File: src/rtl/stack_ram_responder_if.sv
// Stack RAM responder bus: write port from the stack controller plus pop read request/response.
// master = controller/consumer side, slave = responder.
interface stack_ram_responder_if #(
    parameter int DEPTH_LOG = 4,
    parameter int WIDTH     = 8
);
    logic                 ram_write_req;
    logic [DEPTH_LOG-1:0] ram_addr;
    logic [WIDTH-1:0]     ram_write_data;
    logic                 rd_req;
    logic [DEPTH_LOG-1:0] rd_addr;
    logic                 rd_req_ready;
    logic                 rd_valid;
    logic [WIDTH-1:0]     rd_data;
    logic                 rd_ready;

    modport master (
        output ram_write_req, ram_addr, ram_write_data, rd_req, rd_addr, rd_ready,
        input  rd_req_ready, rd_valid, rd_data
    );

    modport slave (
        input  ram_write_req, ram_addr, ram_write_data, rd_req, rd_addr, rd_ready,
        output rd_req_ready, rd_valid, rd_data
    );
endinterface

File: src/rtl/stack_ram_responder.sv
// Stack RAM array with pop-read responder; STACK_RAM_BYPASS_EN selects write-first collision reads.
// Latency: read accepted at edge N is presented after edge N+1 (FIFO empty); writes take effect at the edge.
// Backpressure: writes never stall; at most 2 reads outstanding, rd_req_ready drops when the credit is spent.
module stack_ram_responder #(
    parameter int DEPTH_LOG = 4,
    parameter int WIDTH     = 8
) (
    input  logic                   clk,
    input  logic                   rst_n,
    stack_ram_responder_if.slave   bus
);

    logic [WIDTH-1:0] mem [2**DEPTH_LOG];

    logic             rd_take;
    logic             pop;
    logic [1:0]       occ;
    logic [WIDTH-1:0] rd_word;

    logic             s1_vld;
    logic [WIDTH-1:0] s1_dat;

    logic [WIDTH-1:0] fifo_mem [2];
    logic             wr_ptr;
    logic             rd_ptr;
    logic [1:0]       fifo_cnt;

    // A response leaving this cycle frees a slot for a request arriving this cycle.
    assign pop             = bus.rd_valid & bus.rd_ready;
    assign occ             = {1'b0, s1_vld} + fifo_cnt;
    assign bus.rd_req_ready = (occ < 2'd2) || pop;
    assign rd_take         = bus.rd_req & bus.rd_req_ready;
    assign bus.rd_valid    = (fifo_cnt != 2'd0);
    assign bus.rd_data     = fifo_mem[rd_ptr];

`ifdef STACK_RAM_BYPASS_EN
    assign rd_word = (bus.ram_write_req && (bus.ram_addr == bus.rd_addr)) ?
                     bus.ram_write_data : mem[bus.rd_addr];
`else
    assign rd_word = mem[bus.rd_addr];
`endif

    // Storage is deliberately left out of reset.
    always_ff @(posedge clk) begin
        if (bus.ram_write_req) begin
            mem[bus.ram_addr] <= bus.ram_write_data;
        end
    end

    always_ff @(posedge clk or negedge rst_n) begin
        if (!rst_n) begin
            s1_vld <= 1'b0;
            s1_dat <= '0;
        end else begin
            s1_vld <= rd_take;
            if (rd_take) begin
                s1_dat <= rd_word;
            end
        end
    end

    // Credit guarantees the FIFO is never full when stage 1 holds data, so no stall path.
    always_ff @(posedge clk or negedge rst_n) begin
        if (!rst_n) begin
            fifo_mem[0] <= '0;
            fifo_mem[1] <= '0;
            wr_ptr      <= 1'b0;
            rd_ptr      <= 1'b0;
            fifo_cnt    <= 2'd0;
        end else begin
            if (s1_vld) begin
                fifo_mem[wr_ptr] <= s1_dat;
                wr_ptr           <= ~wr_ptr;
            end
            if (pop) begin
                rd_ptr <= ~rd_ptr;
            end
            fifo_cnt <= fifo_cnt + {1'b0, s1_vld} - {1'b0, pop};
        end
    end

endmodule

File: src/flat_wrapper.sv
// flat-port wrapper written by rule: the top's interface ports become plain ports
module stack_ram_responder_flat 
#(
    parameter int DEPTH_LOG = 4,
    parameter int WIDTH     = 8
)
  (clk, rst_n, bus_ram_write_req, bus_ram_addr, bus_ram_write_data, bus_rd_req, bus_rd_addr, bus_rd_ready, bus_rd_req_ready, bus_rd_valid, bus_rd_data);
  stack_ram_responder_if #(.DEPTH_LOG(DEPTH_LOG), .WIDTH(WIDTH)) bus_i ();
  input  logic clk;
  input  logic rst_n;
  input wire logic [$bits(bus_i.ram_write_req)-1:0] bus_ram_write_req;
  input wire logic [$bits(bus_i.ram_addr)-1:0] bus_ram_addr;
  input wire logic [$bits(bus_i.ram_write_data)-1:0] bus_ram_write_data;
  input wire logic [$bits(bus_i.rd_req)-1:0] bus_rd_req;
  input wire logic [$bits(bus_i.rd_addr)-1:0] bus_rd_addr;
  input wire logic [$bits(bus_i.rd_ready)-1:0] bus_rd_ready;
  output wire logic [$bits(bus_i.rd_req_ready)-1:0] bus_rd_req_ready;
  output wire logic [$bits(bus_i.rd_valid)-1:0] bus_rd_valid;
  output wire logic [$bits(bus_i.rd_data)-1:0] bus_rd_data;
  assign bus_i.ram_write_req = bus_ram_write_req;
  assign bus_i.ram_addr = bus_ram_addr;
  assign bus_i.ram_write_data = bus_ram_write_data;
  assign bus_i.rd_req = bus_rd_req;
  assign bus_i.rd_addr = bus_rd_addr;
  assign bus_i.rd_ready = bus_rd_ready;
  assign bus_rd_req_ready = bus_i.rd_req_ready;
  assign bus_rd_valid = bus_i.rd_valid;
  assign bus_rd_data = bus_i.rd_data;
  stack_ram_responder #(.DEPTH_LOG(DEPTH_LOG), .WIDTH(WIDTH)) u_core (.clk(clk), .rst_n(rst_n), .bus(bus_i));
endmodule
File: config.mk
export PLATFORM = sky130hd
export DESIGN_NAME = stack_ram_responder_flat
export DESIGN_NICKNAME = d
export VERILOG_FILES = /design/src/rtl/stack_ram_responder_if.sv /design/src/rtl/stack_ram_responder.sv /design/src/flat_wrapper.sv
export SDC_FILE = /design/constraint.sdc
export NUM_CORES = 1
export LEC_CHECK = 0
export ABC_AREA = 0
export BUFFER_PORTS_ARGS = -buffer_cell sky130_fd_sc_hd__buf_2
export CAP_MARGIN = 20
export CORE_ASPECT_RATIO = 1.5
export CORE_MARGIN = 2
export CORE_UTILIZATION = 38
export DETAILED_ROUTE_END_ITERATION = 6
export HOLD_SLACK_MARGIN = 0.15
export PLACE_DENSITY = 0.5
export SETUP_SLACK_MARGIN = 0.2
export SYNTH_ARGS = -nofsm -noshare
export SYNTH_HDL_FRONTEND = slang
export SYNTH_SLANG_ARGS = --single-unit
File: constraint.sdc
create_clock -name clk -period 1.8 [get_ports clk]
set_input_delay 0.27 -clock clk [delete_from_list [all_inputs] [get_ports clk]]
set_output_delay 0.27 -clock clk [all_outputs]
set_load 0.005 [all_outputs]
==> key figures, run 1 <==
Outcome
  • Status: completed

Die
  • Rows: 57
  • Die span in x: 109 um
  • Die ar.: ~17,000 sq um
  • Initial core utilization: between 30% and 40%
  • Total core area: 16,100 sq um
  • Die Ht: around 160 um
  • I/O pins: 31

Yosys
  • Synthesized flop and latch total: between 150 and 200
  • Primary FF master, synth: edfxtp_1
  • Synth unique cells: 32
  • FFs w/ async S/R, synth: 18.5%
  • Syn_area_per_cell: slightly above 20 sq um
  • Cell count after synthesis: between 300 and 400
  • Seq/Total Area, Yosys: between 70% and 80%
  • Synthesized net count: roughly 320
  • EDFF count, synth: around 130
  • Xor and xnor fraction of the mapped netlist area: 0.562%
  • Adder-cell share of the synthesized area: less than 1%
  • Ys Warns: 0
  • Largest family of logic cells by synthesized area: multiplexers
  • Compound-Gate Fraction of Synth Area: 1.57%
  • Synthesized area: between 6000 and 7000 sq um
  • Multiplexer area fraction after synthesis: 19.1%
  • Synth Area in Simple Gates: about 2.5%

Setup path
  • Crit-path max FO: 3
  • CP required: 1530 ps
  • Element type at the critical path start: flop
  • RR Startpoint: u_core.fifo_cnt[0]
  • CP endpoint kind: output pin
  • Crit path arrival time: roughly 1400 ps
  • Worst Setup SP: u_core.fifo_cnt[0]
  • R2r worst-path depth: 7
  • Crit Path Class: reg2out

Layout
  • Nets: between 400 and 500
  • Most frequent cells in the layout: 128 x edfxtp_1, 35 x buf_4, 28 x mux4_2, 28 x dfrtp_1, 22 x buf_2
  • Fillers: 1,412
  • Layout cells sized above 1: 39.5%
  • Antenna cell count: 0
  • P&R area growth vs syn: 20.9%
  • Most common cell after layout, fill and taps aside: edfxtp_1

Worst hold path
  • HP Start: bus_ram_write_data[3]
  • Hold Crit Class: in2reg
  • WHS Path Cells: 1

Drt
  • DRC: 0
  • DRT Wirelength: ~12 mm
  • Drt via density: a little over 5
  • WL per Instance: around 21 um
  • Drt first pass iters: 4
  • Detail Route Antenna Nets: 0
  • Via count: 3,050
  • Initial drt markers: 190

Clocking
  • CTS H-tree depth: 4
  • Root buffer cell: clkbuf_16
  • CTS Buffer Depth: 2
  • Worst-path clk slew: 70 ps
  • Num CTS Buffers: 17
  • Clock latency on the worst-skew pair: 420 ps
  • Clock Sinks: between 150 and 200
  • TritonCTS clock tree: built

GRT
  • GRT overflow: 0
  • Vias in the first global route: 3,278
  • Initial antenna violation count: 0
  • First-pass GRT wire length: 18.9 mm
  • Largest net degree at the start of global routing: 30
  • Gr usage total: 15.3%

Power
  • Peak VDD IR: between 0.7 and 0.8 mV
  • Seq pwr share: 46.9%
  • PD cells: between 1000 and 1500 nW/um^2
  • Sw power: between 2 and 2.5 mW
  • LEAKAGE: 2.68 nW
  • Switching share of total power: 25.3%
  • Clock power frac: approximately a third
  • Internal power: 7.24 mW
  • Combinational share of power: a little under a fifth
  • Total Power: 9.69 mW

STA
  • Max-Slew Margin vs Limit: 53.9%
  • RSZ-0062 raised after global routing: true
  • FMAX: between 500 and 600 MHz
  • Final setup viols: 0
  • Final Max Slew Viols: 0
  • Crit share post-route: 93.3%
  • Final hold violation count: 0
  • Worst clock skew: around 9.1 ps
  • Final min period: between 1500 and 2000 ps
  • Hold Slack: 242 ps
  • Slew @ Worst Pin: between 600 and 700 ps

Place
  • # port buffers: 30
  • DP Wirelength: 8.28 mm
  • GP Congestion: between 0.7 and 0.8

Job
  • Max Cap Viol: 0
[logic make-up after synthesis]
| family | count (synthesis) |
|---|---|
| muxes | 73 |
| AOI/OAI and AO/OA | 17 |
| DFF | 157 |
| and+or+nand+nor | 31 |
| adders and majority gates | 2 |
| buffers and inverters | 17 |
| xor gates and xnor gates | 4 |
[flip-flops by register name (all words and copies together), names as in the netlist]
| name | cells |
|---|---|
| u_core.wr_ptr | 1 |
| u_core.fifo_mem | 16 |
| u_core.fifo_cnt | 2 |
| u_core.rd_ptr | 1 |
| u_core.s1_vld | 1 |
| u_core.s1_dat | 8 |
| u_core.mem | 128 |
[worst paths after layout]
kind,to,slack [ps]
min,u_core.mem[5][3],240
max,bus_rd_req_ready,120
min reg2reg,u_core.fifo_mem[13],490
max in group asynchronous,u_core.rd_ptr,870
max reg2reg,u_core.fifo_cnt[1],160
min in group asynchronous,u_core.fifo_mem[3],430
[per-layer routing]
metal / global-route usage (%) / vias to the layer above / wire length (um)
met5: 0 / - / 0
met4: 4.20 / 0 / 122
met3: 4.06 / 11 / 511
met2: 27.4 / 79 / 7070
met1: 17.7 / 1587 / 4750
li1: - / 1373 / -
[critical path: stages (launching register included)]
cell      delay (ps)
dfrtp_1          390
ha_2             190
a21boi_1         120
mux2i_1          160
buf_2            140
[cell usage after synthesis, types with 3 or more instances]
cell type	n	area (sq um)
mux4_1	5	131
buf_6	6	67.6
dfrtp_1	29	726
mux4_2	27	608
mux2i_1	9	90.1
nand2b_1	3	18.8
edfxtp_1	128	3840
nor2_1	13	48.8
nor3_1	4	20.0
mux2_2	8	90.1
a21oi_1	8	40.0
mux2_1	24	270
o22ai_1	8	50.1
inv_1	3	11.3
[metrics by stage]
stage          cells  instance area, sq um  TNS (ps)  util (%)  worst slack (ps)
2_1_floorplan    301                  6240         0         -               224
3_3_place_gp     554                  6770      -200      42.0             -60.7
3_5_place_dp     554                  6770      -271      42.0             -68.1
4_1_cts          593                  7480         0      46.4               106
5_1_grt          596                  7540         0      46.8              31.9
6_report         596                  7540         0      46.8               121
[power groups by stage]
stage	registers (mW)	logic (mW)	clock network (mW)
3_5_place_dp	4.65	1.21	0
2_1_floorplan	4.52	0.852	0
5_1_grt	4.59	1.92	3.65
6_report	4.54	1.75	3.40
4_1_cts	4.55	1.67	3.49
3_3_place_gp	4.63	1.18	0
[final cells by class]
class	instances	area (sq um)	share of cell area [%]
inverters	3	11.3	0.149
repair buffers	71	556	7.37
multi-input cells	128	1580	21.0
well taps	206	258	3.42
clock buffers	17	425	5.64
clock inverters	14	139	1.84
flip-flops and latches	157	4570	60.6
[timing repair]
item	4_1_cts	5_1_grt
setup buffers	7	2
hold buffers	1	0
pin swaps	1	3
gates cloned	0	1
endpoints found under the hold margin	29	0
gates resized for setup	22	5
setup endpoints to repair	17	19
Note: power is estimated with default switching activity, not from simulation.
==> run 2: changes to the inputs <==
--- a/config.mk
+++ b/config.mk
@@ -13,7 +13,7 @@
 export CORE_UTILIZATION = 38
 export DETAILED_ROUTE_END_ITERATION = 6
 export HOLD_SLACK_MARGIN = 0.15
-export PLACE_DENSITY = 0.5
+export PLACE_DENSITY_LB_ADDON = 0.3
 export SETUP_SLACK_MARGIN = 0.2
 export SYNTH_ARGS = -nofsm -noshare
 export SYNTH_HDL_FRONTEND = slang
==> run 2 against run 1 <==
Net effect: total power fell by 0.59%; register-to-register slack improved by 40 ps; critical path depth did not move; setup slack got worse by 49 ps; global-route usage fell by 0.35 points; die area did not move.
==> key figures, run 2 (synthesis results as in run 1) <==
Place
  • Pre-CTS setup slack: -62.2 ps
  • GP Congestion: roughly 0.73
  • # port buffers: 30
  • Placed cells: approximately 550
  • DP Wirelength: around 8 mm

Drt
  • Detail Route Antenna Nets: 0
  • DRC: 0
  • Drt first pass iters: 4
  • WL per Instance: between 20 and 25 um
  • Drt via density: slightly above 5
  • DRT Wirelength: approximately 12 mm
  • Via count: ~3,000
  • Initial drt markers: roughly 180

Die
  • Rows: 57
  • Die ar.: around 17,000 sq um
  • Die span in x: between 100 and 150 um
  • Initial core utilization: between 30% and 40%
  • Die Ht: around 160 um
  • I/O pins: 31
  • Total core area: approximately 16,000 sq um

STA
  • FMAX: a little under 600 MHz
  • Final Max Slew Viols: 0
  • Fin worst setup slack: between 70 and 80 ps
  • Final setup viols: 0
  • Slew @ Worst Pin: 679 ps
  • Worst clock skew: about 8.4 ps
  • Final min period: ~1700 ps
  • Crit share post-route: a little under 100%
  • Setup TNS: 0 ps
  • RSZ-0062 raised after global routing: true
  • Max-Slew Margin vs Limit: between 50% and 60%
  • Final hold violation count: 0

GRT
  • GRT overflow: 0
  • First-pass GRT wire length: between 15 and 20 mm
  • Vias in the first global route: approximately 3,300
  • Gr usage total: roughly 15%
  • Largest net degree at the start of global routing: 30
  • Initial antenna violation count: 0

Power
  • LEAKAGE: about 2.7 nW
  • Peak VDD IR: between 0.7 and 0.8 mV
  • PD cells: between 1000 and 1500 nW/um^2

Layout
  • Antenna cell count: 0
  • Largest regs: u_core.mem: 128 flops, u_core.fifo_mem: 16 flops, u_core.s1_dat: 8 flops
  • Layout Cells excl Fill: 594
  • Most common cell after layout, fill and taps aside: edfxtp_1
  • Core Util, Final: 46.6%
  • Max FFs per register: 128
  • Most frequent cells in the layout: 128 x edfxtp_1, 33 x buf_4, 28 x mux4_2, 28 x dfrtp_1, 22 x buf_2
  • Layout cells sized above 1: between 30% and 40%
  • Nets: slightly below 400
  • Top reg by flops: u_core.mem
  • P&R area growth vs syn: 20.5%

Setup path
  • Crit-path max FO: 3
  • Crit Path Class: reg2out
  • Element type at the critical path start: flop
  • CP endpoint kind: output pin
  • Flop-to-flop setup slack: around 200 ps
  • CP endpoint: bus_rd_req_ready
  • R2r worst-path depth: 6
  • Reg-to-Reg End: u_core.s1_dat[5]
  • CP required: ~1500 ps
  • Crit path arrival time: 1460 ps
  • RR Startpoint: u_core.s1_vld
  • Worst Setup SP: u_core.s1_vld

Clocking
  • TritonCTS clock tree: built
  • Root buffer cell: clkbuf_16
  • CTS Buffer Depth: 2
  • Clock Sinks: ~160
  • Clock latency on the worst-skew pair: 420 ps
  • Worst-path clk slew: about 70 ps
  • CTS H-tree depth: 4
  • Num CTS Buffers: 17

Job
  • Max Cap Viol: 0

Outcome
  • Status: completed

Worst hold path
  • Hold Crit Class: in2reg
run 2: final cells by class:
class,instances,area (sq um)
well taps,206,258
clock inverters,15,128
flip-flops and latches,157,4570
repair buffers,69,549
clock buffers,17,425
fillers,1411,8600
multi-input cells,127,1570
inverters,3,11.3
run 2: power by group:
| part | internal [mW] | switching (mW) |
|---|---|---|
| Clock | 1.81 | 1.52 |
| Combinational | 1.08 | 0.670 |
| Sequential | 4.32 | 0.225 |
run 2: timing repair:
item,in CTS,in global routing
hold buffers,1,0
setup endpoints to repair,17,17
pin swaps,1,0
hold endpoints to repair,29,0
buffers inserted,6,1
gates cloned,0,0
gates resized for setup,22,6
run 2: worst min-delay path by stage:
| stage | startpoint | end | slack, ps | depth (start not counted) |
|---|---|---|---|---|
| 6_report | bus_ram_write_data[3] | u_core.mem[3][3] | 240 | 1 |
| 5_1_grt | bus_ram_write_data[1] | u_core.mem[3][1] | 230 | 1 |
| 4_1_cts | bus_rd_req | u_core.s1_vld | 160 | 3 |
| 3_5_place_dp | rst_n | u_core.fifo_mem[6] | 340 | 1 |
| 3_3_place_gp | rst_n | u_core.fifo_mem[0] | 330 | 1 |
| 2_1_floorplan | rst_n | u_core.fifo_cnt[0] | -30 | 0 |
run 2: worst max-delay path, stage by stage, from the launching register on:
cell      delay, ps
dfrtp_1         400
ha_2            210
a21boi_1        130
mux2i_1         160
buf_2           140
run 2: through the flow:
stage | power, mW | area [sq um] | hold WS, ps
final | 9.63 | 7510 | 235
after global routing | 10.0 | 7510 | 231
after CTS | 9.72 | 7490 | 155
after detailed placement | 5.90 | 6770 | 342
after global placement | 5.83 | 6770 | 332
after floorplan | 5.38 | 6240 | -25.6
run 2: per-layer routing:
layer,share of wire [%],vias up,track usage (%)
met2,56,63,26.5
met5,0,-,0
met1,39,1596,17.2
li1,-,1362,-
met4,1.3,0,6.35
met3,3.9,8,3.00
==> run 3: changes to the inputs <==
--- a/config.mk
+++ b/config.mk
@@ -11,9 +11,11 @@
 export CORE_ASPECT_RATIO = 1.5
 export CORE_MARGIN = 2
 export CORE_UTILIZATION = 38
+export CTS_CLUSTER_DIAMETER = 80
 export DETAILED_ROUTE_END_ITERATION = 6
 export HOLD_SLACK_MARGIN = 0.15
 export PLACE_DENSITY_LB_ADDON = 0.3
+export RECOVER_POWER = 25
 export SETUP_SLACK_MARGIN = 0.2
 export SYNTH_ARGS = -nofsm -noshare
 export SYNTH_HDL_FRONTEND = slang
==> run 3 against run 2 <==
Net effect: flip-flop and latch count did not move; sequential share of layout area up 0.051 points; clock power is essentially flat; global-route usage did not move; fmax is the same; largest cell class unchanged; total power about the same; critical path depth unchanged; utilization hardly changed; largest power group unchanged; via count did not move.
==> key figures, run 3 (synthesis results as in run 1) <==
Setup path
  • Worst path depth: 4
  • Reg-to-Reg End: u_core.s1_dat[5]
  • Critical-path cell list: ha_2 -> a21boi_1 -> mux2i_1 -> buf_2
  • Crit-path max FO: 3
  • Largest stage delay, worst path: ~400 ps
  • CP endpoint kind: output pin
  • Flop-to-flop setup slack: roughly 200 ps
  • CP delay by family, top: flip-flops
  • Element type at the critical path start: flop
  • RR Startpoint: u_core.s1_vld
  • CP required: between 1500 and 2000 ps
  • Worst Setup SP: u_core.s1_vld
  • CP max-delay cell: dfrtp_1
  • Crit Path Class: reg2out
  • Crit path buf inv count: 1
  • Crit path arrival time: approximately 1500 ps
  • R2r worst-path depth: 6

STA
  • Crit share post-route: a little over nine tenths
  • Slew @ Worst Pin: 679 ps
  • Final Max Slew Viols: 0
  • RSZ-0062 raised after global routing: true
  • Hold Slack: 251 ps
  • Worst clock skew: 8.44 ps
  • Final min period: 1730 ps
  • Final setup viols: 0
  • FMAX: between 500 and 600 MHz
  • Max-Slew Margin vs Limit: roughly 55%
  • Final hold violation count: 0

GRT
  • GRT overflow: 0
  • Initial antenna violation count: 0
  • Largest net degree at the start of global routing: 30
  • First-pass GRT wire length: 18.6 mm
  • Gr usage total: between 10 and 15%
  • Vias in the first global route: 3,336

Drt
  • Via count: between 3,000 and 4,000
  • WL per Instance: 20.3 um
  • Initial drt markers: between 150 and 200
  • DRC: 0
  • Detail Route Antenna Nets: 0
  • Drt first pass iters: 4
  • Drt via density: ~5
  • DRT Wirelength: ~12 mm

Place
  • DP Wirelength: 8.03 mm
  • GP Congestion: between 0.7 and 0.8
  • # port buffers: 30
  • Area post-placement: a little under 7000 sq um

Die
  • Rows: 57
  • Total core area: roughly 16,000 sq um
  • Die Ht: approximately 160 um
  • Die span in x: 109 um
  • Initial core utilization: 38.7%
  • Die ar.: 17,500 sq um
  • I/O pins: 31

Layout
  • Most frequent cells in the layout: 128 x edfxtp_1, 33 x buf_4, 28 x mux4_2, 28 x dfrtp_1
  • Top reg by flops: u_core.mem
  • Max FFs per register: approximately 130
  • P&R area growth vs syn: 20.4%
  • Nets: just under 400
  • Antenna cell count: 0
  • Largest regs: u_core.mem: 128 flops, u_core.fifo_mem: 16 flops, u_core.s1_dat: 8 flops
  • Final instance area: 7510 sq um
  • Most common cell after layout, fill and taps aside: edfxtp_1
  • Layout cells sized above 1: between 30% and 40%

Job
  • Max Cap Viol: 0

Worst hold path
  • Hold Crit Class: in2reg
  • Hold path endpoint: u_core.mem[3][4]
  • WHS Path Cells: 1
  • HP Start: bus_ram_write_data[4]

Clocking
  • Num CTS Buffers: 17
  • CTS H-tree depth: 4
  • Root buffer cell: clkbuf_16
  • Clock latency on the worst-skew pair: between 400 and 500 ps
  • Worst-path clk slew: 70 ps
  • TritonCTS clock tree: built
  • Clock Sinks: around 160
  • CTS Buffer Depth: 2

Power
  • LEAKAGE: between 2 and 3 nW
  • PD cells: between 1000 and 1500 nW/um^2
  • Peak VDD IR: around 0.7 mV

Outcome
  • Status: completed
[run 3: cell count changes in the layout (fill, tap and decap cells not counted)]
cell | before | now
clkbuf_1 | 0 | 5
buf_2 | 22 | 17
[run 3: worst max-delay path by stage]
stage,end
floorplan,u_core.s1_dat[1]
global placement,u_core.s1_dat[3]
detailed placement,u_core.s1_dat[3]
CTS,bus_rd_req_ready
global route,bus_rd_req_ready
finish,bus_rd_req_ready
[run 3: power breakdown]
part	internal (mW)	leakage, nW	switching [mW]
Clock	1.81	0.270	1.52
Combinational	1.08	0.901	0.670
Sequential	4.32	1.49	0.225
[run 3: worst reg2reg max path: stages (launching register included)]
cell,delay (ps)
dfrtp_1,380
ha_2,210
a21boi_1,180
mux2i_1,100
buf_4,160
nand2_8,110
mux2_2,340
[run 3: what timing repair did]
action | in CTS | in global routing
hold buffers | 1 | 0
endpoints found under the setup margin | 17 | 17
pin swaps | 1 | 0
setup buffers | 6 | 1
hold endpoints to repair | 29 | 0
gates resized for setup | 22 | 6
[run 3: area by class of cell]
class	instances	area, sq um
clock buffers	17	425
clock inverters	15	128
fillers	1409	8610
inverters	3	11.3
multi-input cells	127	1570
flip-flops and latches	157	4570
well taps	206	258
repair buffers	69	543
[run 3: per-layer routing]
metal  global-route usage [%]  vias up  part of all wire, %
li1                         -     1362                    -
met1                     17.2     1596                   39
met2                     26.5       63                   56
met3                     3.00        8                  3.9
met4                     6.35        0                  1.3
met5                        0        -                    0
[run 3: stage by stage]
step	setup slack [ps]	power [mW]	utilization [%]	std cells	setup TNS, ps
final	72.0	9.63	46.6	594	0
after global routing	-8.18	10.0	46.6	594	-8.18
after CTS	54.0	9.72	46.5	593	0
after detailed placement	-62.2	5.90	42.0	554	-250
after global placement	-55.9	5.83	42.0	554	-157
after floorplan	224	5.38	-	301	0
